--- src/rtl/tile_input_conditioner_pkg.sv ---
// rtl/tile_input_conditioner_pkg.sv - shared constants and event priority for the tile input conditioner
package tile_input_conditioner_pkg;

  localparam int KEY_RESTART         = 0;
  localparam int KEY_FIRST           = 1;
  localparam int KEY_SECOND          = 2;
  localparam int NUM_KEYS            = 3;
  localparam int DEBOUNCE_CYCLES_DEF = 500000;
  localparam int NSW_DEF             = 10;
  localparam int IDX_W_DEF           = 4;

  typedef enum logic [1:0] {
    EV_NONE,
    EV_RESTART,
    EV_FIRST,
    EV_SECOND
  } key_event_e;

  // Restart masks picks; a simultaneous second pick is dropped in favour of first.
  function automatic key_event_e select_event(input logic [NUM_KEYS-1:0] press);
    if (press[KEY_RESTART])     return EV_RESTART;
    else if (press[KEY_FIRST])  return EV_FIRST;
    else if (press[KEY_SECOND]) return EV_SECOND;
    else                        return EV_NONE;
  endfunction

endpackage

--- src/rtl/tile_input_conditioner_debounce_cell.sv ---
// rtl/tile_input_conditioner_debounce_cell.sv - two-flop synchroniser with whole-vector stability debounce
module debounce_cell #(
  parameter int               WIDTH     = 1,
  parameter int               CYCLES    = 4,
  parameter logic [WIDTH-1:0] RESET_VAL = '0
) (
  input  logic             clk,
  input  logic             rst_n,
  input  logic [WIDTH-1:0] din,
  output logic [WIDTH-1:0] dout
);

  localparam int CNT_W = $clog2(CYCLES);

  logic [WIDTH-1:0] sync1_q, sync2_q, cand_q, held_q, held_d;
  logic [CNT_W-1:0] cnt_q, cnt_d;

  // cand_q is last cycle's synced value; a change restarts the count at 1.
  always_comb begin
    held_d = held_q;
    cnt_d  = cnt_q;
    if (sync2_q == held_q) begin
      cnt_d = '0;
    end else if (sync2_q != cand_q) begin
      cnt_d = CNT_W'(1);
    end else if (cnt_q == CNT_W'(CYCLES - 1)) begin
      held_d = sync2_q;
      cnt_d  = '0;
    end else begin
      cnt_d = cnt_q + CNT_W'(1);
    end
  end

  always_ff @(posedge clk or negedge rst_n) begin
    if (!rst_n) begin
      sync1_q <= RESET_VAL;
      sync2_q <= RESET_VAL;
      cand_q  <= RESET_VAL;
      held_q  <= RESET_VAL;
      cnt_q   <= '0;
    end else begin
      sync1_q <= din;
      sync2_q <= sync1_q;
      cand_q  <= sync2_q;
      held_q  <= held_d;
      cnt_q   <= cnt_d;
    end
  end

  assign dout = held_q;

endmodule

--- src/rtl/tile_input_conditioner.sv ---
// rtl/tile_input_conditioner.sv - debounced key press events and one-hot tile selection encoder
module tile_input_conditioner
  import tile_input_conditioner_pkg::*;
#(
  parameter int DEBOUNCE_CYCLES = DEBOUNCE_CYCLES_DEF,
  parameter int NSW             = NSW_DEF,
  parameter int IDX_W           = IDX_W_DEF
) (
  input  logic                CLOCK_50,
  input  logic                resetn,
  input  logic [NUM_KEYS-1:0] key_n,
  input  logic [NSW-1:0]      sw,
  output logic                restart,
  output logic                pick_first,
  output logic                pick_second,
  output logic [IDX_W-1:0]    pick_idx,
  output logic                pick_err,
  output logic                sel_valid,
  output logic [NUM_KEYS-1:0] key_level
);

  logic [NUM_KEYS-1:0] key_db_n;
  logic [NSW-1:0]      sw_held;

  for (genvar g = 0; g < NUM_KEYS; g++) begin : g_key
    debounce_cell #(
      .WIDTH    (1),
      .CYCLES   (DEBOUNCE_CYCLES),
      .RESET_VAL(1'b1)
    ) u_key_db (
      .clk  (CLOCK_50),
      .rst_n(resetn),
      .din  (key_n[g]),
      .dout (key_db_n[g])
    );
  end

  debounce_cell #(
    .WIDTH    (NSW),
    .CYCLES   (DEBOUNCE_CYCLES),
    .RESET_VAL('0)
  ) u_sw_db (
    .clk  (CLOCK_50),
    .rst_n(resetn),
    .din  (sw),
    .dout (sw_held)
  );

  logic [NUM_KEYS-1:0] key_level_q, key_prev_q, press;
  logic [IDX_W-1:0]    sel_idx, idx_q, idx_d;
  logic                restart_q, first_q, second_q, err_q;
  logic                restart_d, first_d, second_d, err_d;

  assign sel_valid = $onehot(sw_held);
  assign press     = key_level_q & ~key_prev_q;

  always_comb begin
    sel_idx = '0;
    for (int i = 0; i < NSW; i++) begin
      if (sw_held[i]) sel_idx = IDX_W'(i);
    end
  end

  always_comb begin
    restart_d = 1'b0;
    first_d   = 1'b0;
    second_d  = 1'b0;
    err_d     = 1'b0;
    idx_d     = idx_q;
    case (select_event(press))
      EV_RESTART: restart_d = 1'b1;
      EV_FIRST: begin
        if (sel_valid) begin
          first_d = 1'b1;
          idx_d   = sel_idx;
        end else begin
          err_d = 1'b1;
        end
      end
      EV_SECOND: begin
        if (sel_valid) begin
          second_d = 1'b1;
          idx_d    = sel_idx;
        end else begin
          err_d = 1'b1;
        end
      end
      default: ;
    endcase
  end

  always_ff @(posedge CLOCK_50 or negedge resetn) begin
    if (!resetn) begin
      key_level_q <= '0;
      key_prev_q  <= '0;
      restart_q   <= 1'b0;
      first_q     <= 1'b0;
      second_q    <= 1'b0;
      err_q       <= 1'b0;
      idx_q       <= '0;
    end else begin
      key_level_q <= ~key_db_n;
      key_prev_q  <= key_level_q;
      restart_q   <= restart_d;
      first_q     <= first_d;
      second_q    <= second_d;
      err_q       <= err_d;
      idx_q       <= idx_d;
    end
  end

  assign restart     = restart_q;
  assign pick_first  = first_q;
  assign pick_second = second_q;
  assign pick_err    = err_q;
  assign pick_idx    = idx_q;
  assign key_level   = key_level_q;

endmodule
--- config.mk ---
export PLATFORM = sky130hd
export DESIGN_NAME = tile_input_conditioner
export DESIGN_NICKNAME = d
export VERILOG_FILES = /design/src/rtl/tile_input_conditioner_pkg.sv /design/src/rtl/tile_input_conditioner_debounce_cell.sv /design/src/rtl/tile_input_conditioner.sv
export SDC_FILE = /design/constraint.sdc
export NUM_CORES = 1
export LEC_CHECK = 0
export ABC_AREA = 1
export CORE_MARGIN = 5
export CORE_UTILIZATION = 44
export CTS_CLUSTER_SIZE = 30
export DETAILED_ROUTE_END_ITERATION = 6
export HOLD_SLACK_MARGIN = 0.02
export PLACE_DENSITY_LB_ADDON = 0.12
export SYNTH_ARGS = -nofsm -noshare
export SYNTH_HDL_FRONTEND = slang
export SYNTH_SLANG_ARGS = --single-unit
--- constraint.sdc ---
create_clock -name CLOCK_50 -period 5.85 [get_ports CLOCK_50]
set_input_delay 0.8775 -clock CLOCK_50 [delete_from_list [all_inputs] [get_ports CLOCK_50]]
set_output_delay 0.8775 -clock CLOCK_50 [all_outputs]
set_load 0.1 [all_outputs]
==> qor.csv, run 1 <==
metric;value;unit
yosysWarnings;0;
syn2layout_area_growth;17.1;%
p_clk_frac;0.529;
die_h;133;um
synth_cells;775;
wirelength;12900;um
yosysUniqueCellTypes;41;
routedWlPerCell;12.7;um
first_pass_iters;4;
cts.sinks;142;
grt_pass1_wl;22900;um
syn_nets;802;
pwr-share-seq;0.441;
p_sw_frac;0.208;
synth.yosys.seq_area_share;0.533;
cts_root_buffer;clkbuf_16;
fillCellCount;1396;
synth-main-ff-cell;dfrtp_1;
final.setup.worst_slack;1.24;ns
slew_headroom;0.330;
crit_slowest_cell;fa_1;
worst_pin_slew;1.00;ns
placedInstanceArea;7160;um^2
place_ws;1.66;ns
gp_congestion;0.839;
cts_resized;0;
layout_common_cells;nand2_1 (147), nor2_1 (138), dfrtp_1 (130), inv_1 (116), nand3_1 (31);
place_inst;985;
first_iter_violations;266;
dp_hpwl;9250;um
peakVddDrop;0.243;mV
nets;843;
remaining_drc_errors;0;
timing.max_cap.violations;0;
synth_area;6690;um^2
ys_async_sr_fraction;1.00;
path_cells;fa_1 -> fa_1 -> inv_1 -> fa_1 -> inv_1 -> ha_1 -> inv_1 -> fa_1 -> o211ai_1 -> nor2_1 -> buf_4;
p_sw;0.479;mW
grt_max_degree;94;
ys_seq_elements;142;
cts_tree;yes;
fin_crit_sh;0.787;
vias;4971;
drv_slew;0;
cts.hold.buffers_added;0;
num_antenna_cells;0;
setup_viol;0;
critical-path-max-stage-delay;0.51;ns
p_int;1.82;mW
grt_pass1_vias;4941;
final_common_cell;nand2_1;
hold_path_class;flip-flop to flip-flop;
drive_gt1_frac;0.0832;
cellLeakagePower;3.65;nW
fin_area;7840;um^2
antenna_found_initial;0;
place.port_buffers;26;
row_count;45;
final_cell_count_no_fill;1017;
worst_ep_required_time;4.97;ns
start_util;0.445;
rsz0062_at_grt;no;
vias_per_cell;4.89;
finalSetupTns;0;ns
cts_max_level;4;
finalHoldViolCount;0;
postRouteAntennaNets;0;
clkSlewWorstSetupHoldPaths;0.06;ns
fmaxAchievable;0.217;GHz
dieArea;17800;um^2
cts_buffers;17;
crit_type;flip-flop to primary output;
crit_arrival;3.73;ns
p_per_area;294;nW/um^2
synth-edff-count;0;
core-area;15000;um^2
grt_util_all_layers;0.158;
fin_util;0.521;
io_pins;27;
share_comb_of_total_power;0.030;
post-cts-setup-buffers;0;
clockBufferDepth;2;
path_max_fanout;6;
status;completed;
die_width;133;um
gr-total-overflow;0;
final.setup_skew;0.00910;ns
timing.final.crit_period;4.61;ns
clk_latency;0.42;ns
cp-start-kind;flip-flop;
endpoint_kind;primary output;
cpMostUsedCell;fa_1;
postSynthAreaPerCell;8.64;um^2
[power by group through the flow]
stage	clock network (mW)	registers (mW)	logic [mW]
after global placement	0	1.03	0.0700
final	1.22	1.02	0.0691
after global routing	1.29	1.02	0.0813
after floorplan	0	1.03	0.0335
after CTS	1.25	1.02	0.0719
after detailed placement	0	1.03	0.0714
[through the flow]
step,hold WS (ns),total power [mW]
detailed placement,0.335,1.11
global placement,0.335,1.10
CTS,0.347,2.33
finish,0.345,2.30
global route,0.355,2.39
floorplan,0.331,1.06
[cell usage after synthesis, types with 2 or more instances]
library cell | n | area (um^2)
nand2_1 | 147 | 552
nor2_1 | 138 | 518
dfrtp_1 | 130 | 3250
inv_1 | 116 | 435
nand3_1 | 31 | 155
nor3_1 | 29 | 145
xor2_1 | 29 | 254
nand4_1 | 25 | 156
a21oi_1 | 23 | 115
o21ai_0 | 21 | 105
dfstp_2 | 12 | 315
xnor2_1 | 12 | 105
nor2_2 | 8 | 50.1
fa_1 | 6 | 120
ha_1 | 6 | 75.1
nor3b_1 | 5 | 37.5
a31oi_1 | 3 | 18.8
buf_2 | 3 | 15.0
nor2_4 | 3 | 33.8
a211oi_1 | 2 | 15.0
and3_1 | 2 | 12.5
buf_4 | 2 | 15.0
inv_2 | 2 | 7.51
nand3_2 | 2 | 20.0
o21a_1 | 2 | 15.0
[kinds of logic after synthesis]
family                     after synthesis  synth area share
and+or+nand+nor                        399             0.265
DFF                                    142             0.533
buffers and inverters                  124            0.0723
AOI/OAI and AO/OA                       57            0.0467
xor gates and xnor gates                41            0.0537
adders and majority gates               12            0.0292
[final timing paths]
check                                        startpoint                               endpoint  slack [ns]  cells after the start
max                         u_sw_db.dout[7]$_DFFE_PN0P_                              sel_valid        1.24                     11
min                        u_sw_db.sync1_q[5]$_DFF_PN0_           u_sw_db.sync2_q[5]$_DFF_PN0_        0.34                      0
max reg2reg                 u_sw_db.dout[7]$_DFFE_PN0P_                pick_idx[1]$_DFFE_PN0P_        2.19                     14
min reg2reg                u_sw_db.sync1_q[5]$_DFF_PN0_           u_sw_db.sync2_q[5]$_DFF_PN0_        0.34                      0
max in group asynchronous                        resetn  g_key[1].u_key_db.cnt_q[15]$_DFF_PN0_        4.14                      2
min in group asynchronous                        resetn             u_sw_db.cnt_q[8]$_DFF_PN0_        0.52                      1
[area by class of cell]
cell class | count | area (um^2) | share of cell area
Sequential cell | 142 | 3570 | 0.455
Multi-Input combinational cell | 509 | 2640 | 0.337
Clock buffer | 21 | 470 | 0.0600
Inverter | 118 | 443 | 0.0565
Timing Repair Buffer | 28 | 274 | 0.0350
Tap cell | 188 | 235 | 0.0300
Clock inverter | 11 | 204 | 0.0260
[layer usage]
metal / GRT usage / share of wire / vias up
met5: 0 / 0 / -
met1: 0.205 / 0.47 / 2370
li1: - / - / 2532
met4: 0.0406 / 0.012 / 0
met3: 0.0487 / 0.031 / 15
met2: 0.258 / 0.48 / 54
[critical path: cells and delay by family, from the launching register on]
family | cells | cell delay (ns)
AO/OA/AOI/OAI | 1 | 0.09
buffers and inverters | 4 | 0.51
adder cells (fa/ha/maj) | 5 | 2.08
flip-flops | 1 | 0.45
AND/OR/NAND/NOR | 1 | 0.18
[sequential cells by signal (all words and copies together) (netlist names), 3 cells and up]
signal,flops
pick_idx,4
u_sw_db.dout,10
g_key.u_key_db.sync2_q,3
g_key.u_key_db.cand_q,3
key_level,3
g_key.u_key_db.cnt_q,57
u_sw_db.cand_q,10
u_sw_db.sync1_q,10
u_sw_db.cnt_q,19
u_sw_db.sync2_q,10
key_prev_q,3
g_key.u_key_db.sync1_q,3
g_key.u_key_db.dout,3
Power figures use the tool's default switching activity.
==> run 2: changes to the inputs <==
==> constraint.sdc (replaced) <==
create_clock -name CLOCK_50 -period 4.27 [get_ports CLOCK_50]
set_input_delay 0.6405 -clock CLOCK_50 [delete_from_list [all_inputs] [get_ports CLOCK_50]]
set_output_delay 0.6405 -clock CLOCK_50 [all_outputs]
set_load 0.1 [all_outputs]
==> run 2 against run 1 <==
  * Die area is the same
  * Largest power group unchanged
  * First-iteration DRC count increased by 13%
  * Combinational power rose by 36%
  * Core utilization rose by 0.20 points
  * Critical path depth unchanged
  * Critical path type unchanged
==> qor.csv, run 2 (synthesized netlist as in run 1, its figures left out) <==
metric;value;unit;change
cellLeakagePower;3.66;nW;+0.18%
pwr-share-seq;0.459;;+0.018
grt_busiest_layer;met2;;
postRouteAntennaNets;0;;unchanged
cts.hold.buffers_added;0;;unchanged
cts_root_buffer;clkbuf_16;;
fmaxAchievable;0.237;GHz;
cts_buffers;17;;unchanged
setup_viol;0;;unchanged
rsz0062_at_grt;yes;;
drv_slew;0;;unchanged
syn2layout_area_growth;17.5;%;
die_h;133;um;unchanged
routedWlPerCell;12.5;um;-1.4%
layout_common_cells;nand2_1 (147), nor2_1 (137), dfrtp_1 (128), inv_1 (115), nand3_1 (31);;
antenna_found_initial;0;;unchanged
p_per_area;385;nW/um^2;+31%
cts_tree;yes;;
timing.final.crit_period;4.21;ns;
finalHoldViolCount;0;;unchanged
grt_max_degree;93;;-1.1%
regArea;3570;um^2;about the same
p_clk_frac;0.510;;-0.019
nets;851;;+0.95%
die_width;133;um;unchanged
peakVddDrop;0.357;mV;+47%
first_iter_violations;300;;+13%
num_antenna_cells;0;;unchanged
cts.sinks;142;;unchanged
remaining_drc_errors;0;;unchanged
grt_pass1_vias;4924;;-0.34%
fillCellCount;1358;;-2.7%
core-area;15000;um^2;unchanged
crit_arrival;3.57;ns;-0.16 ns
row_count;45;;unchanged
clkSlewWorstSetupHoldPaths;0.06;ns;about the same
gp_congestion;0.864;;+2.9%
p_sw;0.674;mW;+41%
worst_pin_slew;1.01;ns;+0.00882 ns
use_met1;0.187;;-0.0177
r2r_slack;0.42;ns;-1.77 ns
finalSetupTns;0;ns;unchanged
final_cell_count_no_fill;1025;;+0.79%
drive_gt1_frac;0.0980;;+0.0147
share_comb_of_total_power;0.031;;about the same
timing.max_cap.violations;0;;unchanged
cts_max_level;4;;unchanged
holdWs;0.282;ns;-0.0628 ns
clk_latency;0.41;ns;about the same
dp_hpwl;9080;um;-1.9%
p_sw_frac;0.222;;+0.0146
hold_path_class;primary input to async pin;;
top_register;g_key.u_key_db.cnt_q;;
io_pins;27;;unchanged
worst_ep_required_time;3.63;ns;-1.34 ns
vias;4958;;-0.26%
fin_crit_sh;0.986;;
power;3.03;mW;+32%
slew_headroom;0.324;;-0.00590
largest_register_ffs;57;;unchanged
gr-total-overflow;0;;unchanged
status;completed;;
fin_area;7870;um^2;+0.38%
globalRouteMet3Util;0.0378;;-0.0110
place.port_buffers;26;;unchanged
final.setup.worst_slack;0.0577;ns;-1.19 ns
place_ws;0.418;ns;-1.24 ns
dieArea;17800;um^2;unchanged
fin_util;0.523;;+0.00200
wirelength;12800;um;-0.58%
first_pass_iters;4;;unchanged
clockBufferDepth;2;;unchanged
met2_usage;0.276;;+0.0178
crit_type;flip-flop to primary output;;
placedInstanceArea;7190;um^2;+0.38%
grt_util_all_layers;0.155;;-0.00235
cp-start-kind;flip-flop;;
path_max_fanout;4;;-2
vias_per_cell;4.84;;-1.0%
start_util;0.445;;unchanged
final.setup_skew;0.0110;ns;+0.00186 ns
final_common_cell;nand2_1;;
p_int;2.35;mW;+29%
largestRegisters;g_key.u_key_db.cnt_q (57), u_sw_db.cnt_q (19);;
multi_input_area;2650;um^2;+0.38%
place_inst;986;;+0.10%
endpoint_kind;primary output;;
grt_pass1_wl;22600;um;-1.4%
## run 2: final cells by class
class                           instances  share of cell area
Sequential cell                       142               0.454
Multi-Input combinational cell        509               0.337
Clock buffer                           19              0.0563
Inverter                              118              0.0563
Timing Repair Buffer                   36              0.0441
Tap cell                              188              0.0299
Clock inverter                         13              0.0224
## run 2: what timing repair did
| item | in CTS | in global routing |
|---|---|---|
| setup buffers | 4 | 3 |
| resized for setup | 1 | 3 |
| pin swaps | 3 | 4 |
| setup endpoints to repair | 1 | 1 |
## run 2: power by group through the flow
stage          Sequential [mW]  Clock, mW  Combinational (mW)
6_report                  1.39       1.54              0.0940
5_1_grt                   1.39       1.64               0.112
4_1_cts                   1.39       1.58              0.0982
3_5_place_dp              1.42          0              0.0979
3_3_place_gp              1.41          0              0.0962
2_1_floorplan             1.41          0              0.0458
## run 2: critical path, cell delays in order, from the launching register on
cell and delay (ns):
dfrtp_2 0.43, fa_1 0.51, fa_1 0.52, inv_1 0.05, fa_1 0.43, inv_1 0.07, ha_2 0.18, inv_2 0.04
fa_1 0.48, o211ai_1 0.13, nor2_4 0.14, buf_12 0.18
## run 2: metal layers
layer	routed length, um	part of all wire
met1	5720	0.45
met2	6500	0.51
met3	451	0.035
met4	161	0.013
met5	0	0
## run 2: worst paths after layout
path	to	start	depth (start not counted)
setup / recovery	sel_valid	u_sw_db.dout[5]$_DFFE_PN0P_	11
hold / removal	g_key[1].u_key_db.cnt_q[15]$_DFF_PN0_	resetn	1
hold reg to reg	u_sw_db.sync2_q[3]$_DFF_PN0_	u_sw_db.sync1_q[3]$_DFF_PN0_	0
max in group asynchronous	g_key[1].u_key_db.dout$_DFFE_PN1P_	resetn	2
setup reg to reg	pick_idx[1]$_DFFE_PN0P_	u_sw_db.dout[5]$_DFFE_PN0P_	16
min in group CLOCK_50	u_sw_db.sync2_q[3]$_DFF_PN0_	u_sw_db.sync1_q[3]$_DFF_PN0_	0
